$ cat config.mk
export PLATFORM = sky130hd
export DESIGN_NAME = fir_mac_sequencer
export DESIGN_NICKNAME = d
export VERILOG_FILES = /design/src/rtl/fir_mac_sequencer.sv
export SDC_FILE = /design/constraint.sdc
export NUM_CORES = 2
export LEC_CHECK = 0
export BUFFER_PORTS_ARGS = -buffer_cell sky130_fd_sc_hd__buf_2
export CAP_MARGIN = 20
export CORE_MARGIN = 4
export CORE_UTILIZATION = 35
export DETAILED_ROUTE_END_ITERATION = 10
export PLACE_DENSITY_LB_ADDON = 0.15
export SYNTH_ARGS = -nofsm -noshare
export SYNTH_HDL_FRONTEND = slang
export SYNTH_SLANG_ARGS = --single-unit
$ cat constraint.sdc
create_clock -name clk -period 11.3 [get_ports clk]
set_input_delay 3.39 -clock clk [delete_from_list [all_inputs] [get_ports clk]]
set_output_delay 3.39 -clock clk [all_outputs]
set_load 0.005 [all_outputs]
$ cat src/rtl/fir_mac_sequencer.sv
// Stereo time-multiplexed FIR sequencer: one shared MAC walks NTAPS taps per channel.
// Define FIR_BYPASS_EN to add a bypass input that forwards samples unfiltered.
// state | meaning
// CLEAR | zero both delay lines, one address per cycle
// IDLE  | wait for an input sample
// MAC   | stream taps through the multiplier
// ROUND | drain last product, add rounding bias, then shift/saturate into output
// OUT   | hold result until the output handshake
module fir_mac_sequencer #(
    parameter int DATA_WIDTH = 24,
    parameter int COEF_WIDTH = 16,
    parameter int NTAPS      = 32,
    parameter int ACC_WIDTH  = 48,
    localparam int AW        = $clog2(NTAPS)
) (
    input  logic                  clk,
    input  logic                  rst,
    input  logic [DATA_WIDTH-1:0] s_axis_tdata,
    input  logic                  s_axis_tvalid,
    output logic                  s_axis_tready,
    input  logic                  s_axis_tlast,
    output logic [DATA_WIDTH-1:0] m_axis_tdata,
    output logic                  m_axis_tvalid,
    input  logic                  m_axis_tready,
    output logic                  m_axis_tlast,
    output logic [AW-1:0]         coef_addr,
    input  logic [COEF_WIDTH-1:0] coef_data,
`ifdef FIR_BYPASS_EN
    input  logic                  bypass,
`endif
    output logic                  busy
);

    typedef enum logic [2:0] {CLEAR, IDLE, MAC, ROUND, OUT} state_t;

    localparam int PW = DATA_WIDTH + COEF_WIDTH;
    localparam logic [AW-1:0] LAST_IDX = AW'(NTAPS - 1);
    localparam logic signed [ACC_WIDTH-1:0] RND_BIAS =
        {{(ACC_WIDTH-COEF_WIDTH+1){1'b0}}, 1'b1, {(COEF_WIDTH-2){1'b0}}};
    localparam logic signed [ACC_WIDTH-1:0] SAT_MAX =
        {{(ACC_WIDTH-DATA_WIDTH+1){1'b0}}, {(DATA_WIDTH-1){1'b1}}};
    localparam logic signed [ACC_WIDTH-1:0] SAT_MIN =
        {{(ACC_WIDTH-DATA_WIDTH+1){1'b1}}, {(DATA_WIDTH-1){1'b0}}};

    state_t state, state_next;
    logic [AW-1:0] cnt;
    logic [1:0] rnd_cnt;
    logic ch;
    logic [AW-1:0] wr_ptr [2];
    logic signed [DATA_WIDTH-1:0] dline [2][NTAPS];
    logic signed [DATA_WIDTH-1:0] sample_reg;
    logic mac_vld;
    logic signed [ACC_WIDTH-1:0] acc;
    logic signed [PW-1:0] prod;
    logic signed [ACC_WIDTH-1:0] prod_ext;
    logic signed [ACC_WIDTH-1:0] shifted;
    logic [DATA_WIDTH-1:0] rounded;
    logic [AW-1:0] ptr_cur;
    logic [AW-1:0] rd_idx;
    logic in_hs;
    logic bypass_sel;

`ifdef FIR_BYPASS_EN
    assign bypass_sel = bypass;
`else
    assign bypass_sel = 1'b0;
`endif

    function automatic logic [AW-1:0] ptr_inc(input logic [AW-1:0] p);
        return (p == LAST_IDX) ? '0 : p + 1'b1;
    endfunction

    assign in_hs    = (state == IDLE) && s_axis_tvalid;
    assign ptr_cur  = wr_ptr[ch];
    // Explicit wrap so non-power-of-two tap counts index correctly.
    assign rd_idx   = (ptr_cur >= cnt) ? ptr_cur - cnt : ptr_cur + AW'(NTAPS) - cnt;
    assign prod     = sample_reg * $signed(coef_data);
    assign prod_ext = {{(ACC_WIDTH-PW){prod[PW-1]}}, prod};
    assign shifted  = acc >>> (COEF_WIDTH - 1);

    always_comb begin
        rounded = shifted[DATA_WIDTH-1:0];
        if (shifted > SAT_MAX) begin
            rounded = SAT_MAX[DATA_WIDTH-1:0];
        end else if (shifted < SAT_MIN) begin
            rounded = SAT_MIN[DATA_WIDTH-1:0];
        end
    end

    always_ff @(posedge clk) begin
        if (rst) begin
            state <= CLEAR;
        end else begin
            state <= state_next;
        end
    end

    always_comb begin
        state_next    = state;
        s_axis_tready = 1'b0;
        m_axis_tvalid = 1'b0;
        busy          = 1'b1;
        coef_addr     = '0;
        case (state)
            CLEAR: if (cnt == LAST_IDX) state_next = IDLE;
            IDLE: begin
                s_axis_tready = 1'b1;
                busy          = 1'b0;
                if (s_axis_tvalid) state_next = bypass_sel ? OUT : MAC;
            end
            MAC: begin
                coef_addr = cnt;
                if (cnt == LAST_IDX) state_next = ROUND;
            end
            ROUND: if (rnd_cnt == 2'd2) state_next = OUT;
            OUT: begin
                m_axis_tvalid = 1'b1;
                if (m_axis_tready) state_next = IDLE;
            end
            default: state_next = CLEAR;
        endcase
    end

    always_ff @(posedge clk) begin
        if (state == CLEAR) begin
            dline[0][cnt] <= '0;
            dline[1][cnt] <= '0;
        end else if (in_hs) begin
            dline[s_axis_tlast][wr_ptr[s_axis_tlast]] <= s_axis_tdata;
        end
    end

    always_ff @(posedge clk) begin
        if (rst) begin
            cnt          <= '0;
            rnd_cnt      <= '0;
            ch           <= 1'b0;
            wr_ptr[0]    <= '0;
            wr_ptr[1]    <= '0;
            sample_reg   <= '0;
            mac_vld      <= 1'b0;
            acc          <= '0;
            m_axis_tdata <= '0;
            m_axis_tlast <= 1'b0;
        end else begin
            mac_vld <= (state == MAC);
            case (state)
                CLEAR: cnt <= ptr_inc(cnt);
                IDLE: if (s_axis_tvalid) begin
                    ch      <= s_axis_tlast;
                    cnt     <= '0;
                    rnd_cnt <= '0;
                    acc     <= '0;
                    if (bypass_sel) begin
                        m_axis_tdata         <= s_axis_tdata;
                        m_axis_tlast         <= s_axis_tlast;
                        wr_ptr[s_axis_tlast] <= ptr_inc(wr_ptr[s_axis_tlast]);
                    end
                end
                MAC: begin
                    sample_reg <= dline[ch][rd_idx];
                    cnt        <= ptr_inc(cnt);
                end
                ROUND: begin
                    rnd_cnt <= rnd_cnt + 2'd1;
                    if (rnd_cnt == 2'd2) begin
                        m_axis_tdata <= rounded;
                        m_axis_tlast <= ch;
                        wr_ptr[ch]   <= ptr_inc(ptr_cur);
                    end
                end
                default: ;
            endcase
            // Product of tap k lands one cycle after MAC cycle k; the last one in ROUND step 0.
            if (mac_vld) begin
                acc <= acc + prod_ext;
            end else if ((state == ROUND) && (rnd_cnt == 2'd1)) begin
                acc <= acc + RND_BIAS;
            end
        end
    end

endmodule
==> qor.csv <==
stage;metric;value;unit
route;wire_per_inst;26.55;µm
finish;fin_nets;7338;
worst_hold_path;holdCritPathClass;reg2reg;
power_and_ir_drop;p_seq_frac;0.491;
route;ant_nets;0;
sta;maxSlewViolCount;0;
clock_network;cts_buffers;185;
synth;synth_edf_count;1546;
synth;ys_seq_area_frac;0.5303;
power_and_ir_drop;ir_drop;158.6;µV
finish;drive_gt1_frac;0.1634;
critical_path;worstPathMaxFanout;24;
finish;regMostFlops;dline;
clock_network;postCtsSetupRepairBufs;0;
floorplan;row_count;187;
synth;synth-seq-cells;1656;
sta;finalHoldViolations;0;
route;routed_via_density;5.130;
critical_path;cp_slowest_cell;fa_1;
floorplan;die_h;519.9;µm
floorplan;die_w;519.9;µm
grt;grt_overflow;0;
route;dr_total_vias;53182;
finish;stdcell_area;102200;µm²
clock_network;insertion_delay;0.88;ns
grt;grt_max_degree;119;
sta;fmax;107.0;MHz
sta;max-slew-margin-rel;0.1253;
sta;setup_viol;0;
critical_path;criticalPathCategory;in2reg;
route;drc;0;
floorplan;ioPinCount;78;
synth;avgSynthCellArea;13.55;µm²
grt;antenna_found_initial;25;
status;status;finished clean;
finish;fill_cells;24468;
clock_network;clockBufferDepth;3;
floorplan;start_util;0.3524;
synth;ys_warn_count;0;
critical_path;path_common_cell;fa_1;
route;first_pass_iters;5;
critical_path;arrival;10.01;ns
critical_path;required;11.97;ns
power_and_ir_drop;powerDensity;133.5;nW/µm²
power_and_ir_drop;p_switching;3348;µW
synth;synth_fp_nets;7408;
clock_network;clock-root-buffer;clkbuf_16;
finish;largest_reg_flops;1536;
critical_path;endpoint_kind;flip-flop;
synth;syn_area;91700;µm²
placement;io_buffers;77;
critical_path;cp_cell_sequence;buf_2, nand2_1, fa_1, inv_1, fa_1, inv_1, fa_1, inv_1, fa_1, fa_1, inv_1, fa_1, inv_1, ha_1, a211oi_1, o21ai_0, a31o_2, a41oi_2, o21ai_1, a31oi_1, o21ai_1, a221oi_1, xor2_1, o22ai_1;
clock_network;cts_resized;0;
synth;ys_types;67;
power_and_ir_drop;p_comb_frac;0.077;
route;dr.first_iter.drc_count;4678;
grt;grt_usage;0.2045;
grt;grt_pass1_wl;404900;µm
placement;hpwl;171600;µm
sta;tns;0;ns
clock_network;clk_pin_slew;0.06;ns
power_and_ir_drop;clkPwrFrac;0.432;
sta;fin_skew;0.06483;ns
critical_path;cpPeakStageDelay;0.55;ns
clock_network;clkSinkCount;1656;
sta;whs;0.4754;ns
critical_path;startpoint_type;input port;
finish;reg_top3;dline: 1536 flops, acc: 48 flops;
floorplan;coreArea;260200;µm²
route;drt-total-wl;275200;µm
clock_network;hold_buffers;0;
power_and_ir_drop;switching_share;0.2454;
sta;tightest_slew;1.304;ns
grt;grt_pass1_vias;55832;
clock_network;htreeDepth;4;
placement;place_area;96260;µm²
floorplan;die-area;270200;µm²
sta;rsz0062_at_grt;false;
clock_network;cts_tree;built;
synth;ys.flop_type;edfxtp_1;
finish;final_util;0.3929;
synth;synthCells;6767;
power_and_ir_drop;leakage;0.03470;µW
sta;finalCritPeriodShare;0.8267;
flow_run;maxCapViolCount;0;
sta;min_period;9.342;ns
synth;async_flop_share;0;
placement;place_congestion;0.8764;
power_and_ir_drop;power.internal;10300;µW
finish;syn_to_final_growth;11.48;%
metrics by stage:
step | total power, µW | setup slack (ns) | instances
2_1_floorplan | 7427 | 1.917 | 6767
3_3_place_gp | 7880 | 1.207 | 9996
3_5_place_dp | 7884 | 1.192 | 10000
6_report | 13640 | 1.958 | 10366
4_1_cts | 13780 | 2.100 | 10344
5_1_grt | 14070 | 1.642 | 10361
worst max-delay path, delay by kind of cell:
| family | cells | cell delay [ns] |
|---|---|---|
| adder cells (fa/ha/maj) | 7 | 3.51 |
| AO/OA/AOI/OAI | 9 | 2.03 |
| buffers and inverters | 6 | 0.72 |
| XOR/XNOR | 1 | 0.20 |
| AND/OR/NAND/NOR | 1 | 0.16 |
power groups by stage:
| stage | Sequential [µW] | Combinational [µW] | Clock [µW] |
|---|---|---|---|
| floorplan | 6820 | 604 | 0 |
| global placement | 6820 | 1060 | 0 |
| detailed placement | 6830 | 1060 | 0 |
| CTS | 6700 | 1060 | 6030 |
| global route | 6700 | 1100 | 6260 |
| finish | 6700 | 1060 | 5890 |
cell type report:
cell class	instances	area, µm²	share of cell area
inverters	554	2079	0.02034
well taps	3496	4374	0.04279
clock buffers	247	4908	0.04801
flip-flops and latches	1656	48630	0.4757
multi-input cells	4012	39180	0.3833
clock inverters	97	949.7	0.009290
repair buffers	288	2066	0.02021
diodes	16	40.04	0.0003917
cell usage in the layout (no fill, tap or decap), types with 108 or more instances in the layout:
| cell | n |
|---|---|
| nor2_1 | 224 |
| edfxtp_1 | 1546 |
| ha_1 | 144 |
| clkbuf_16 | 187 |
| fa_1 | 450 |
| buf_4 | 199 |
| a21oi_1 | 139 |
| nand2_1 | 332 |
| inv_1 | 553 |
| mux4_2 | 488 |
| dfxtp_1 | 108 |
| and2_1 | 1710 |
Yosys cell counts (all sizes together), types with 45 or more instances:
cell,instances,area (µm²)
fa,451,9029
clkbuf,448,1682
dfxtp,110,2202
a21oi,141,713.2
and2,1710,10700
edfxtp,1546,46420
buf,97,440.4
nand2,334,1254
o21ai,112,564.3
nor2,235,884.6
inv,553,2076
ha,145,1814
nor3,45,230.2
mux4,488,10990
cells by family after synthesis:
family	share of synthesized area
compound gates	0.02706
mux	0.1224
flops	0.5303
buf+inv	0.04582
fa+ha+maj	0.1182
simple gates	0.1505
xor+xnor	0.005717
layer usage:
layer	up-vias	global-route usage	share of wire
li1	23302	-	-
met1	28103	0.2892	0.44
met2	1457	0.3284	0.48
met3	320	0.02401	0.051
met4	0	0.06807	0.030
met5	-	0	0
final timing paths:
check	cells after the start	slack, ns	startpoint	to
setup / recovery	24	1.96	coef_data[9]	acc[32]
hold / removal	2	0.48	m_axis_tdata[23]	m_axis_tdata[23]
setup reg to reg	22	3.96	sample_reg[4]	acc[47]
hold reg to reg	2	0.48	m_axis_tdata[23]	m_axis_tdata[23]
Power figures use the tool's default switching activity.
